`config.mk`:
```
export PLATFORM = sky130hd
export DESIGN_NAME = rob_ctrl
export DESIGN_NICKNAME = d
export VERILOG_FILES = /design/src/rtl/rob_pkg.sv /design/src/rtl/rob_retire_sel.sv /design/src/rtl/rob_ctrl.sv
export SDC_FILE = /design/constraint.sdc
export NUM_CORES = 1
export LEC_CHECK = 0
export CORE_AREA = 3 3 118 120
export CTS_BUF_LIST = sky130_fd_sc_hd__clkbuf_8
export CTS_CLUSTER_DIAMETER = 80
export CTS_CLUSTER_SIZE = 8
export DETAILED_ROUTE_END_ITERATION = 8
export DIE_AREA = 0 0 121 123
export GPL_ROUTABILITY_DRIVEN = 1
export GPL_TIMING_DRIVEN = 0
export PLACE_DENSITY = 0.77
export SETUP_SLACK_MARGIN = 0.15
export SYNTH_ARGS = -nofsm -noshare
export SYNTH_HDL_FRONTEND = slang
export SYNTH_SLANG_ARGS = --single-unit
```
`constraint.sdc`:
```
create_clock -name clk -period 5.1 [get_ports clk]
set_input_delay 0.765 -clock clk [delete_from_list [all_inputs] [get_ports clk]]
set_output_delay 0.765 -clock clk [all_outputs]
set_load 0.01 [all_outputs]
```
`src/rtl/rob_pkg.sv`:
```
// Shared ROB sizing, index/pointer types and per-entry status.
package rob_pkg;

  localparam int unsigned ROB_DEPTH = 16;
  localparam int unsigned ROB_AW    = $clog2(ROB_DEPTH);

  // Entry index and wrap-extended pointer (MSB distinguishes full from empty).
  typedef logic [ROB_AW-1:0] rob_addr_t;
  typedef logic [ROB_AW:0]   rob_ptr_t;

  typedef struct packed {
    logic done;
    logic exc;
  } rob_status_t;

endpackage

```
`src/rtl/rob_retire_sel.sv`:
```
// Combinational retire window picker: walks head..head+MW-1 and stops at the
// first entry that is not done or that raised an exception.
module rob_retire_sel
  import rob_pkg::*;
#(
  parameter int unsigned MACHINE_WIDTH = 2
) (
  input  logic [ROB_AW-1:0]               head_idx_i,
  input  logic [ROB_AW:0]                 count_i,
  input  rob_status_t [ROB_DEPTH-1:0]     status_i,
  output logic [MACHINE_WIDTH-1:0]        retire_valid_o,
  output logic [MACHINE_WIDTH*ROB_AW-1:0] retire_addr_o,
  output logic                            retire_exc_o,
  output logic [ROB_AW-1:0]               retire_exc_addr_o
);

  logic      chain;
  rob_addr_t idx;

  // In-order window scan; chain drops at the first non-retiring entry.
  always_comb begin
    retire_valid_o    = '0;
    retire_addr_o     = '0;
    retire_exc_o      = 1'b0;
    retire_exc_addr_o = '0;
    chain             = 1'b1;
    idx               = '0;
    for (int unsigned i = 0; i < MACHINE_WIDTH; i++) begin
      idx = head_idx_i + rob_addr_t'(i);
      retire_addr_o[i*ROB_AW +: ROB_AW] = idx;
      if (chain && (rob_ptr_t'(i) < count_i)) begin
        if (status_i[idx].done && !status_i[idx].exc) begin
          retire_valid_o[i] = 1'b1;
        end else begin
          // An excepting entry is reported but never retires; it waits for flush.
          if (status_i[idx].done) begin
            retire_exc_o      = 1'b1;
            retire_exc_addr_o = idx;
          end
          chain = 1'b0;
        end
      end else begin
        chain = 1'b0;
      end
    end
  end

endmodule

```
`src/rtl/rob_ctrl.sv`:
```
// Reorder-buffer pointer/status controller: in-order allocation, completion
// tracking, in-order retirement and flush. Payload lives in an external RAM.
module rob_ctrl
  import rob_pkg::*;
#(
  parameter int unsigned MACHINE_WIDTH = 2,
  parameter int unsigned WB_PORTS      = 4
) (
  input  logic                            clk,
  input  logic                            resetn,
  input  logic [MACHINE_WIDTH-1:0]        alloc_req,
  output logic                            alloc_ok,
  output logic [MACHINE_WIDTH*ROB_AW-1:0] rob_addr_new,
  input  logic [WB_PORTS-1:0]             complete_valid,
  input  logic [WB_PORTS*ROB_AW-1:0]      complete_addr,
  input  logic [WB_PORTS-1:0]             complete_exc,
  output logic [MACHINE_WIDTH-1:0]        retire_valid,
  output logic [MACHINE_WIDTH*ROB_AW-1:0] retire_addr,
  output logic                            retire_exc,
  output logic [ROB_AW-1:0]               retire_exc_addr,
  input  logic                            flush,
  output logic                            empty,
  output logic                            full,
  output logic [ROB_AW:0]                 count
);

  rob_ptr_t                    head_q, head_d;
  rob_ptr_t                    tail_q, tail_d;
  rob_status_t [ROB_DEPTH-1:0] status_q, status_d;

  rob_ptr_t                    alloc_n;
  rob_ptr_t                    retire_n;
  logic [WB_PORTS-1:0]         comp_ok;
  logic [WB_PORTS-1:0]         comp_stray;
  rob_addr_t                   comp_off;

  // Occupancy and flags from registered pointers only.
  always_comb begin
    count = tail_q - head_q;
    empty = (count == '0);
    full  = (count == rob_ptr_t'(ROB_DEPTH));
  end

  // Allocation grant: all-or-nothing against space before this cycle's retires.
  always_comb begin
    alloc_n      = '0;
    rob_addr_new = '0;
    for (int unsigned i = 0; i < MACHINE_WIDTH; i++) begin
      alloc_n = alloc_n + rob_ptr_t'(alloc_req[i]);
      rob_addr_new[i*ROB_AW +: ROB_AW] = tail_q[ROB_AW-1:0] + rob_addr_t'(i);
    end
    alloc_ok = ((rob_ptr_t'(ROB_DEPTH) - count) >= alloc_n);
  end

  // A completion is accepted only if its entry sits inside [head, tail).
  always_comb begin
    comp_ok    = '0;
    comp_stray = '0;
    comp_off   = '0;
    for (int unsigned p = 0; p < WB_PORTS; p++) begin
      comp_off      = complete_addr[p*ROB_AW +: ROB_AW] - head_q[ROB_AW-1:0];
      comp_ok[p]    = ({1'b0, comp_off} < count);
      comp_stray[p] = complete_valid[p] & ~comp_ok[p];
    end
  end

  rob_retire_sel #(
    .MACHINE_WIDTH(MACHINE_WIDTH)
  ) u_retire_sel (
    .head_idx_i       (head_q[ROB_AW-1:0]),
    .count_i          (count),
    .status_i         (status_q),
    .retire_valid_o   (retire_valid),
    .retire_addr_o    (retire_addr),
    .retire_exc_o     (retire_exc),
    .retire_exc_addr_o(retire_exc_addr)
  );

  // Number of entries leaving at head this cycle.
  always_comb begin
    retire_n = '0;
    for (int unsigned i = 0; i < MACHINE_WIDTH; i++) begin
      retire_n = retire_n + rob_ptr_t'(retire_valid[i]);
    end
  end

  // Next state: completions, allocation clears, pointer moves; flush overrides all.
  always_comb begin
    head_d   = head_q + retire_n;
    tail_d   = tail_q;
    status_d = status_q;
    for (int unsigned p = 0; p < WB_PORTS; p++) begin
      if (complete_valid[p] && comp_ok[p]) begin
        status_d[complete_addr[p*ROB_AW +: ROB_AW]].done = 1'b1;
        status_d[complete_addr[p*ROB_AW +: ROB_AW]].exc  =
          status_d[complete_addr[p*ROB_AW +: ROB_AW]].exc | complete_exc[p];
      end
    end
    if (alloc_ok) begin
      tail_d = tail_q + alloc_n;
      for (int unsigned i = 0; i < MACHINE_WIDTH; i++) begin
        if (alloc_req[i]) begin
          status_d[tail_q[ROB_AW-1:0] + rob_addr_t'(i)] = '0;
        end
      end
    end
    if (flush) begin
      head_d   = '0;
      tail_d   = '0;
      status_d = '0;
    end
  end

  // State registers with asynchronous clear.
  always_ff @(posedge clk or negedge resetn) begin
    if (!resetn) begin
      head_q   <= '0;
      tail_q   <= '0;
      status_q <= '0;
    end else begin
      head_q   <= head_d;
      tail_q   <= tail_d;
      status_q <= status_d;
    end
  end

  // Requests must be packed from slot 0 upward.
  a_alloc_contig : assert property (@(posedge clk) disable iff (!resetn)
    ((alloc_req & (alloc_req + MACHINE_WIDTH'(1))) == '0));

  // Writeback must target a live entry.
  a_comp_live : assert property (@(posedge clk) disable iff (!resetn)
    (comp_stray == '0));

endmodule

```
==> impl_metrics.py, run 1 <==
metrics = {
    "outcome": {
        "status": "finished with violations",
        "failed_checks": "negative setup slack",
    },
    "final_layout": {
        "antenna_cells": 0,
        "syn_to_final_growth_pct": 33.65,
        "fin_cells": 1080,
        "nets": 974,
        "drive_gt1_share_pct": 27.99,
        "final_common_cell": "nand2_1",
        "final_util_pct": 64.68,
        "layout_common_cells": "nand2_1 (76), nor2_1 (75), buf_4 (64), clkdlybuf4s50_1 (52), dfrtp_1 (37)",
    },
    "sta": {
        "max_slew_margin_pct": 47.29,
        "fin_crit_sh_pct": 100.0,
        "worst_pin_slew_ns": 0.7877,
        "fin_skew_ns": 0.01056,
        "whs_ns": 0.2751,
        "setup_ws_ns": -0.0003961,
        "finalSetupViolations": 1,
        "final_max_slew_viol_count": 0,
        "fmax_mhz": 196.1,
        "period_needed_ns": 5.100,
        "rsz0062_at_grt": "yes",
        "hold_violations": 0,
    },
    "yosys": {
        "ys_seq_area_share_pct": 16.60,
        "post_synth_mux_area_share_pct": 12.57,
        "syn_area_mm2": 0.006332,
        "synthesis.nets": 846,
        "synth_fa_ha_area_share_pct": 9.721,
        "synthXorXnorAreaFrac_pct": 3.320,
        "synth_compound_area_share_pct": 25.29,
        "ys_ff_latch": 42,
        "synth-edff-count": 0,
        "synth.avg_cell_area_um2": 8.160,
        "yosys.area_share.simple_pct": 25.79,
        "yosysWarnings": 0,
        "ys_types": 98,
        "synth_top_family_by_area": "simple AND/OR/NAND/NOR gates",
        "syn_inst": 776,
        "ys.flop_type": "dfrtp_1",
        "async_reset_ff_share_pct": 100.0,
    },
    "placement": {
        "placedCellCount": 1009,
        "dp_slack_ns": -0.9795,
        "io_buffers": 56,
        "gp_congestion": 0.9795,
        "hpwl_um": 19020,
    },
    "global_route": {
        "grt_pass1_vias": 6801,
        "grt_max_degree": 38,
        "grtUsageTotal_pct": 33.11,
        "antenna_found_initial": 0,
        "overflow": 0,
        "grt_pass1_wl_um": 38060,
    },
    "clocking": {
        "cts_buffers": 5,
        "cts_root_buf": "clkbuf_8",
        "htree_levels": 2,
        "clock_path_buffers": 2,
        "cts_tree": "built",
        "hold_buffers": 0,
        "clk_pin_slew_ns": 0.09,
        "clkLatencyLatePin_ns": 0.31,
        "numClockSinks": 42,
    },
    "worst_setup_path": {
        "cp-start-kind": "flop",
        "path_common_cell": "buf_6",
        "path_cells": "inv_4, ha_4, inv_2, fa_2, inv_2, ha_4, a21o_1, maj3_2, o311a_1, buf_6, buf_6, nor4b_4, mux2_4, o2111a_2, a21boi_4, nor3b_2, or4_4, buf_6, a211oi_4, buf_6, o21ai_4, a221oi_4",
        "ff2ff_path_depth": 22,
        "cp.required_ns": 5.30,
        "arrival_ns": 5.30,
        "rrSetupSlack_ns": -0.0004,
        "rr_endpoint": "status_q[26]$_DFF_PN0_",
        "critPathKind": "reg2reg",
        "max_stage_delay_ns": 0.54,
        "reg2reg_from": "tail_q[0]$_DFFE_PN0P_",
        "crit_path_top_delay_cell": "fa_2",
        "endpoint_kind": "flop",
        "crit_path_max_fanout": 7,
    },
    "flow_run": {
        "maxCapViolations": 0,
    },
    "pwr": {
        "pwr_density_cell_mw_per_mm2": 275.1,
        "p_leak_nw": 3.278,
        "vdd_drop_max_mv": 0.2298,
    },
    "routing": {
        "drc": 0,
        "drtIter0Drc": 949,
        "wl_met2_um": 11220,
        "ant_nets": 0,
        "firstDrtPassIters": 6,
        "vias_per_cell": 6.785,
        "wl_met3_um": 2982,
        "m1WireLength_um": 9804,
        "maxUsedRoutingLayer": "met4",
        "via_count": 7328,
        "wl_per_cell_um": 23.70,
        "drt-total-wl_um": 25600,
    },
    "hold_path": {
        "min_path_type": "in2async",
    },
    "floorplan": {
        "die_x_um": 121,
        "coreArea_mm2": 0.01309,
        "dieHeight_um": 123,
        "num_rows": 42,
        "pin_count": 60,
        "die_area_mm2": 0.01488,
        "initial_core_util_pct": 48.39,
    },
}
## sequential cells by signal, summed over array words and instances, names as in the netlist
| signal | count |
|---|---|
| status_q | 32 |
| tail_q | 5 |
| head_q | 5 |
## area by class of cell
cell class	count	area, um^2
multi-input cells	649	5453
fillers	1031	4622
repair buffers	121	1086
flip-flops and latches	42	1057
plain buffers	48	360.3
well taps	176	220.2
inverters	37	173.9
clock buffers	6	82.58
clock inverters	1	30.03
## logic make-up (layout without fill, tap and decap cells)
logic type,count (synthesis),in the layout
AOI/OAI and AO/OA,210,210
xor gates and xnor gates,24,24
adders and majority gates,46,46
buffers and inverters,85,213
DFF,42,42
muxes,55,55
and+or+nand+nor,314,314
## power breakdown
part           total, mW  switching (mW)  internal [mW]  leakage, nW
Combinational       1.61           0.923          0.687         2.65
Sequential         0.433          0.0646          0.368        0.574
Clock              0.285           0.128          0.157       0.0573
## worst max path at each step
| stage | slack, ns | startpoint | endpoint |
|---|---|---|---|
| floorplan | 0.13 | complete_addr[0] | status_q[28]$_DFF_PN0_ |
| global placement | -0.98 | complete_addr[4] | status_q[18]$_DFF_PN0_ |
| detailed placement | -0.98 | complete_addr[4] | status_q[18]$_DFF_PN0_ |
| CTS | -0.06 | complete_addr[0] | status_q[28]$_DFF_PN0_ |
| global route | -0.13 | complete_addr[8] | status_q[2]$_DFF_PN0_ |
| finish | -0.0004 | tail_q[0]$_DFFE_PN0P_ | status_q[26]$_DFF_PN0_ |
## critical path, delay by kind of cell (launching register included)
kind / cells / cell delay [ns]
DFF: 1 / 0.43
buffers and inverters: 7 / 0.80
adders and majority gates: 4 / 1.22
muxes: 1 / 0.33
AOI/OAI and AO/OA: 7 / 1.21
and+or+nand+nor: 3 / 0.98
## synth_stat cells (23+ instances only)
master	count	area [um^2]
nand2_1	79	296.5
nor2_1	78	292.8
dfrtp_1	42	1051
a21oi_1	35	175.2
inv_1	35	131.4
ha_1	34	425.4
nor3_1	32	160.2
mux2i_1	27	270.3
nand3_1	26	130.1
o21ai_0	26	130.1
clkbuf_1	23	86.33
## metrics by stage
| stage | instance area, um^2 | setup TNS [ns] | power [mW] |
|---|---|---|---|
| after global placement | 7219 | -13.45 | 1.750 |
| after global routing | 8463 | -1.210 | 2.440 |
| final | 8463 | -0.0003961 | 2.329 |
| after CTS | 7978 | -0.09902 | 2.199 |
| after floorplan | 6439 | 0 | 1.328 |
| after detailed placement | 7234 | -13.63 | 1.763 |
## repair_timing
| item | CTS | global route |
|---|---|---|
| buffers inserted | 37 | 27 |
| setup endpoints to repair | 18 | 18 |
| gates resized for setup | 80 | 67 |
| pin swaps | 41 | 39 |
## metal layers
metal  global-route usage, %  vias up
li1                        -     3175
met1                   44.63     3451
met2                   52.21      572
met3                   6.542      130
met4                   13.74        0
met5                       0        -
No activity file was read; power rests on OpenSTA's default activity.
==> run 2, diff against run 1 <==
Settings changed: GPL_TIMING_DRIVEN 0 to default, PLACE_DENSITY 0.77 to default, PLACE_DENSITY_LB_ADDON from default to 0.2.
==> impl_metrics.py, run 2 (same netlist as run 1, synthesis figures left out) <==
metrics = {
    "worst_setup_path": {
        "cp_num_buf_inv": 5,
        "endpoint_kind": "flop",
        "critPathKind": "reg2reg",
        "arrival_ns": 5.24,
        "path_common_cell": "inv_2",
        "cp.required_ns": 5.26,
        "crit_family": "compound AO/OA/AOI/OAI gates",
        "path_cells": "inv_2, ha_4, inv_2, fa_1, inv_2, ha_4, a21o_1, maj3_2, o311a_4, buf_12, nor3_4, mux2_4, a2111oi_4, a31oi_2, buf_4, or4_4, o2111ai_4, o2111ai_4, nor2_4, a311oi_2",
        "crit_path_top_delay_cell": "fa_1",
        "crit_path_max_fanout": 7,
        "cp-start-kind": "flop",
        "max_stage_delay_ns": 0.52,
    },
    "placement": {
        "gp_congestion": 1.072,
        "placedCellCount": 1122,
        "placed_area_mm2": 0.008155,
        "io_buffers": 59,
        "hpwl_um": 22700,
    },
    "hold_path": {
        "min_path_type": "reg2reg",
    },
    "final_layout": {
        "largest_register_ff_count": 32,
        "largest_register": "status_q",
        "layout_common_cells": "buf_4 (169), nor2_1 (78), nand2_1 (77), clkdlybuf4s50_1 (56), dfrtp_1 (42)",
        "final_common_cell": "buf_4",
        "drive_gt1_share_pct": 31.90,
        "postLayoutCellArea_mm2": 0.008788,
        "reg_top3": "status_q: 32 flops, head_q: 5 flops, tail_q: 5 flops",
        "nets": 1044,
        "syn_to_final_growth_pct": 38.79,
        "antenna_cells": 0,
        "fin_cells": 1151,
    },
    "pwr": {
        "p_leak_nw": 3.670,
        "power.share.combinational_pct": 71.7,
        "p_sw_share_pct": 47.06,
        "power_switching_mw": 1.174,
        "pwr-share-seq_pct": 17.2,
        "total_power_mw": 2.494,
        "intPower_mw": 1.320,
        "vdd_drop_max_mv": 0.2933,
        "pwr-share-clk_pct": 11.1,
        "pwr_density_cell_mw_per_mm2": 283.8,
    },
    "sta": {
        "worst_pin_slew_ns": 1.056,
        "whs_ns": 0.5888,
        "fin_crit_sh_pct": 99.71,
        "finalSetupViolations": 0,
        "final_max_slew_viol_count": 0,
        "fmax_mhz": 196.6,
        "finalSetupTns_ns": 0,
        "fin_skew_ns": 0.009854,
        "hold_violations": 0,
        "max_slew_margin_pct": 29.57,
        "rsz0062_at_grt": "yes",
        "period_needed_ns": 5.085,
    },
    "global_route": {
        "overflow": 0,
        "grt_pass1_wl_um": 43080,
        "grt_pass1_vias": 7406,
        "grt_max_degree": 43,
        "antenna_found_initial": 0,
        "grtUsageTotal_pct": 38.14,
    },
    "routing": {
        "ant_nets": 0,
        "drc": 0,
        "vias_per_cell": 6.605,
        "via_count": 7602,
        "wl_per_cell_um": 25.06,
        "drt-total-wl_um": 28840,
        "drtIter0Drc": 915,
        "firstDrtPassIters": 5,
    },
    "clocking": {
        "cts_root_buf": "clkbuf_8",
        "clk_pin_slew_ns": 0.09,
        "clock_path_buffers": 2,
        "clkLatencyLatePin_ns": 0.31,
        "numClockSinks": 42,
        "cts_tree": "built",
        "cts_buffers": 5,
        "htree_levels": 2,
    },
    "floorplan": {
        "num_rows": 42,
        "coreArea_mm2": 0.01309,
        "die_x_um": 121,
        "dieHeight_um": 123,
        "die_area_mm2": 0.01488,
        "initial_core_util_pct": 48.39,
        "pin_count": 60,
    },
    "flow_run": {
        "maxCapViolations": 0,
    },
    "outcome": {
        "status": "complete, no violations",
    },
}
[run 2: cell types whose count changed in the layout (fill, tap and decap cells not counted), sizes merged]
cell,change
dlygate4sd2,+1
dlymetal6s2s,-1
clkinvlp,-1
inv,+3
clkdlybuf4s50,+4
clkbuf,-24
buf,+89
[run 2: through the flow]
step | setup slack [ns] | util, %
4_1_cts | 0.1019 | 64.83
3_3_place_gp | -0.6999 | 62.33
3_5_place_dp | -0.8624 | 62.33
5_1_grt | -0.07055 | 67.16
6_report | 0.01479 | 67.16
2_1_floorplan | 0.1323 | -
[run 2: power groups by stage]
| stage | registers [mW] | clock network [mW] | logic (mW) |
|---|---|---|---|
| after detailed placement | 0.430 | 0 | 1.53 |
| after CTS | 0.424 | 0.282 | 1.66 |
| after global routing | 0.428 | 0.295 | 1.89 |
| after floorplan | 0.404 | 0 | 0.924 |
| after global placement | 0.429 | 0 | 1.49 |
| final | 0.428 | 0.276 | 1.79 |
[run 2: layout make-up]
class | count | area [um^2]
fillers | 1109 | 4297
clock buffers | 5 | 68.82
repair buffers | 239 | 2013
clock inverters | 3 | 41.29
multi-input cells | 649 | 5248
inverters | 37 | 146.4
well taps | 176 | 220.2
flip-flops and latches | 42 | 1051
[run 2: final timing paths]
| kind | from | to | slack (ns) | depth (start not counted) |
|---|---|---|---|---|
| setup / recovery | tail_q[0]$_DFFE_PN0P_ | status_q[4]$_DFF_PN0_ | 0.01 | 20 |
| hold / removal | head_q[4]$_DFF_PN0_ | head_q[4]$_DFF_PN0_ | 0.59 | 2 |
| setup reg to reg | tail_q[0]$_DFFE_PN0P_ | status_q[4]$_DFF_PN0_ | 0.01 | 20 |
| hold reg to reg | head_q[4]$_DFF_PN0_ | head_q[4]$_DFF_PN0_ | 0.59 | 2 |
| max in group asynchronous | resetn | status_q[14]$_DFF_PN0_ | 3.81 | 1 |
| min in group asynchronous | resetn | status_q[21]$_DFF_PN0_ | 0.63 | 1 |
[run 2: worst register-to-register path, delay by kind of cell (launching register included)]
family,cells,cell delay (ns)
compound gates,7,1.45
fa+ha+maj,4,1.24
flops,1,0.40
simple gates,3,0.88
mux,1,0.36
buf+inv,5,0.60
[run 2: per-layer routing]
layer  vias up  GRT usage, %  wire, um
met2       437         62.59     13220
li1       3318             -         -
met4         0         16.71      1686
met1      3735         50.46     11830
met3       112         5.261      2105
met5         -             0         0
[run 2: what timing repair did]
item,4_1_cts,5_1_grt
hold buffers,0,0
gates resized for setup,31,41
pin swaps,22,36
setup endpoints to repair,16,16
setup buffers,6,15
gates cloned,1,0
